### config.mk
export PLATFORM = sky130hd
export DESIGN_NAME = pipeline_stage_reg
export DESIGN_NICKNAME = d
export VERILOG_FILES = /design/src/rtl/pipeline_stage_reg.sv
export SDC_FILE = /design/constraint.sdc
export NUM_CORES = 1
export LEC_CHECK = 0
export BUFFER_PORTS_ARGS = -buffer_cell sky130_fd_sc_hd__buf_2
export CORE_MARGIN = 1.5
export CORE_UTILIZATION = 35
export CTS_CLUSTER_SIZE = 14
export DETAILED_ROUTE_END_ITERATION = 12
export PLACE_DENSITY = 0.53
export SETUP_SLACK_MARGIN = 0.3
export SLEW_MARGIN = 5
export SYNTH_ARGS = -nofsm -noshare
export SYNTH_HDL_FRONTEND = slang
export SYNTH_SLANG_ARGS = --single-unit
export TNS_END_PERCENT = 5
### constraint.sdc
create_clock -name CLK -period 2 [get_ports CLK]
set_input_delay 0.4 -clock CLK [delete_from_list [all_inputs] [get_ports CLK]]
set_output_delay 0.4 -clock CLK [all_outputs]
set_load 0.05 [all_outputs]
### src/rtl/pipeline_stage_reg.sv
// Two-entry elastic pipeline stage: a main register drives the outputs and a skid
// register absorbs one beat, so in_ready can be registered without losing throughput.
//
// state | meaning
// EMPTY | no beat held, out_data shows NOP_VALUE
// ONE   | one beat in main register
// TWO   | main and skid both hold beats, upstream stalled
module pipeline_stage_reg #(
  parameter int                DATA_W    = 32,
  parameter logic [DATA_W-1:0] NOP_VALUE = '0,
  parameter int                CNT_W     = 16
) (
  input  logic              CLK,
  input  logic              nRST,
  input  logic              flush,
  input  logic              in_valid,
  output logic              in_ready,
  input  logic [DATA_W-1:0] in_data,
  output logic              out_valid,
  input  logic              out_ready,
  output logic [DATA_W-1:0] out_data,
  output logic [1:0]        occupancy,
  output logic [CNT_W-1:0]  nop_count
);

  typedef enum logic [1:0] {
    EMPTY = 2'd0,
    ONE   = 2'd1,
    TWO   = 2'd2
  } state_t;

  state_t            state_q, state_d;
  logic [DATA_W-1:0] main_q, main_d;
  logic [DATA_W-1:0] skid_q, skid_d;
  logic              in_ready_q, in_ready_d;
  logic              out_valid_q, out_valid_d;
  logic [CNT_W-1:0]  cnt_q, cnt_d;
  logic              accept, deliver;

  assign accept  = in_valid && in_ready_q;
  assign deliver = out_valid_q && out_ready;

  always_comb begin
    state_d = state_q;
    main_d  = main_q;
    skid_d  = skid_q;
    if (flush) begin
      state_d = EMPTY;
      main_d  = NOP_VALUE;
      skid_d  = NOP_VALUE;
    end else begin
      case (state_q)
        EMPTY: begin
          if (accept) begin
            state_d = ONE;
            main_d  = in_data;
          end
        end
        ONE: begin
          case ({accept, deliver})
            2'b10: begin
              state_d = TWO;
              skid_d  = in_data;
            end
            2'b01: begin
              state_d = EMPTY;
              main_d  = NOP_VALUE;
            end
            2'b11: main_d = in_data;
            default: ;
          endcase
        end
        TWO: begin
          if (deliver) begin
            state_d = ONE;
            main_d  = skid_q;
            skid_d  = NOP_VALUE;
          end
        end
        default: begin
          state_d = EMPTY;
          main_d  = NOP_VALUE;
          skid_d  = NOP_VALUE;
        end
      endcase
    end
    in_ready_d  = (state_d != TWO);
    out_valid_d = (state_d != EMPTY);
    // Bubble counter samples the out_valid seen during the cycle just ending
    cnt_d = cnt_q;
    if (!out_valid_q && (cnt_q != {CNT_W{1'b1}}))
      cnt_d = cnt_q + CNT_W'(1);
  end

  always_ff @(posedge CLK or negedge nRST) begin
    if (!nRST) begin
      state_q     <= EMPTY;
      main_q      <= NOP_VALUE;
      skid_q      <= NOP_VALUE;
      in_ready_q  <= 1'b0;
      out_valid_q <= 1'b0;
      cnt_q       <= '0;
    end else begin
      state_q     <= state_d;
      main_q      <= main_d;
      skid_q      <= skid_d;
      in_ready_q  <= in_ready_d;
      out_valid_q <= out_valid_d;
      cnt_q       <= cnt_d;
    end
  end

  assign in_ready  = in_ready_q;
  assign out_valid = out_valid_q;
  assign out_data  = main_q;
  assign occupancy = state_q;
  assign nop_count = cnt_q;

endmodule

==> impl_results.md <==
- Slew at the pin with the worst max-slew slack: 0.660 ns
- Initial antenna violation count: 0
- Root Buffer: clkbuf_16
- Clk buf depth: 2
- Yosys cell types: 43
- Worst endpoint required time: 2.28 ns
- Crit path DAT: ~2 ns
- Failing checks: design-rule violations
- Nets@finish: 530
- Port Buffer Count: 88
- Io pins: 89
- Final setup fails: 0
- CTS tree: built
- First-pass GRT wire length: 18600 um
- Flops & latches, synth: 84
- Worst slack at placement: -0.0194 ns
- Starting Density: a little over a third
- Final Max Slew Viols: 0
- RSZ-0062 raised after global routing: true
- Power per standard cell area: 1080 nW/um^2
- Layout cell share with drive strength beyond 1: 30.2%
- P_leak: 2.35 nW
- Largest family of logic cells by synthesized area: compound AO/OA/AOI/OAI gates
- Clk_skew: around 0.0084 ns
- DR pass1 iterations: 8
- Multiplexer share of the synthesized area: 7.17%
- Commonest non-fill, non-tap cell in the layout: buf_2
- Placement Cell Area: 4830 sq um
- CP Max Fanout: 16
- Crit start category: register
- Hold Vio Cnt, Final: 0
- Synth Area in Simple Gates: 15.4%
- Full die area: 12500 sq um
- Die Ht: 112 um
- Post-DP HPWL: 7540 um
- Max-slew headroom: 55.1%
- Adder-cell share of the synthesized area: less than 1%
- Final wirelength: 11500 um
- Clk sink count: 84
- Post-synthesis compound-gate area fraction: 19.4%
- Fmax: ~580 MHz
- Commonest cells after routing, fill and taps aside: buf_2, dfrtp_1, nor2_1
- H-tree level count: 3
- Synth area leader: dfrtp_1
- Gpl congestion: 0.783
- Clock-pin slew on the worst setup and hold paths: 0.07 ns
- DR iter-0 viols: 220
- PnR Total Power: approximately 5.7 mW
- Post-synthesis async set-or-reset flop share: 100%
- Final hold slack: 0.0274 ns
- Minimum clock period: roughly 1.7 ns
- Core ar.: 11500 sq um
- Cell area after layout: 5260 sq um
- Synth Area in XOR/XNOR: under 10%
- Largest net degree at the start of global routing: 38
- Final setup margin: about 0.27 ns
- Status: complete, but fails checks
- CP Capture Type: register
- Synthesized area per cell: 10.4 sq um
- Synth-to-Final Area Change: 26.6%
- Detail Route Antenna Nets: 0
- Antenna diode instance count: 0
- Row cnt: 39
- Cells after DPL: 621
- GRT Resource Usage Total: 19.2%
- Post-Layout Cell Count: 640
- Gr ovfl total: 0
- Via count of the first global-routing pass: 3540
- Synth top area share: slightly above 50%
- Fin util: between 40% and 50%
- Seq/Total Area, Yosys: 50.6%
- Die W: 112 um
- Synth area leaders: dfrtp_1, mux2i_1, nor2_1
- Final TNS setup: 0 ns
- Peak VDD IR: 0.513 mV
- Period utilization: 86.3%
- Hold Path Class: in -> async
- Mapped Area: 4150 sq um
- Post-synth EDFFs: 0
- Via density: ~5.5
- Vias: 3542
- Critical path type: reg -> reg
- Residual DRC count: 6
- Clock Latency Late Sink: 0.35 ns
- Routed len/inst: around 18 um
- Synth warn: 0
- Cts bufs inserted: 9
- Synth Flop Type: dfrtp_1
- Max-Cap Viols: 0
- Synth Net Count: 439
- Mapped Cells: roughly 400
cells in the mapped netlist (4+ instances only):
cell,number
dfrtp_1,84
nor2_1,64
o21ai_0,47
a211oi_1,25
mux2i_1,25
a21oi_1,19
nand4b_1,17
a22o_1,16
clkbuf_1,13
xnor2_1,12
nand4_1,11
buf_2,9
a221oi_1,7
nand2_1,6
buf_4,4
nand3_1,4
flip-flops by register name, indices dropped and copies added (netlist names):
register	flops
in_ready	1
nop_count	16
occupancy	2
out_data	32
out_valid	1
skid_q	32
power breakdown:
| part | leakage [nW] | switching, mW | internal (mW) | total [mW] |
|---|---|---|---|---|
| logic | 1.07 | 1.20 | 0.504 | 1.70 |
| clock network | 0.161 | 0.702 | 1.22 | 1.92 |
| registers | 1.12 | 0.176 | 1.89 | 2.07 |
| total | 2.35 | 2.08 | 3.61 | 5.69 |
layout make-up:
class                      instances  area [sq um]
tap                              143           179
fill                            1143          6260
clock buffer                       9           225
clock inverter                     7           115
timing repair buffer             110           643
inverter                           1          3.75
multi-input combinational        286          1980
sequential                        84          2110
timing repair:
| action | CTS | global route |
|---|---|---|
| resized for setup | 6 | 5 |
| setup buffers | 2 | 0 |
| cloned | 1 | 0 |
| hold buffers | 0 | 0 |
| setup endpoints to repair | 56 | 54 |
routing by layer:
metal	part of all wire, %	vias up	GRT usage [%]
met3	4.5	13	5.12
met5	0	-	0
li1	-	1666	-
met2	47	80	29.9
met4	1.6	0	6.84
met1	47	1783	26.0
worst max-delay path: stages (launching register included):
cell and delay, ns:
dfrtp_2 0.47, nor2_4 0.28, mux2i_4 0.65, a211oi_1 0.11
nor2_1 0.14
worst paths after layout:
check                                   from      endpoint  slack, ns  depth (start not counted)
worst min-delay path                    nRST  out_data[19]       0.03                          1
worst max-delay path            occupancy[0]  out_data[19]       0.27                          4
worst max register to register  occupancy[0]  out_data[19]       0.27                          4
worst min register to register    skid_q[21]    skid_q[21]       0.51                          1
min in group CLK                 in_data[21]    skid_q[21]       0.30                          2
max in group asynchronous               nRST  occupancy[1]       1.38                          2
cells by family after synthesis:
group | count (synthesis)
multiplexers | 28
buffers and inverters | 32
AND/OR/NAND/NOR | 118
flip-flops | 84
AO/OA/AOI/OAI | 123
XOR/XNOR | 15
adder cells (fa/ha/maj) | 1
Power figures use the tool's default switching activity.
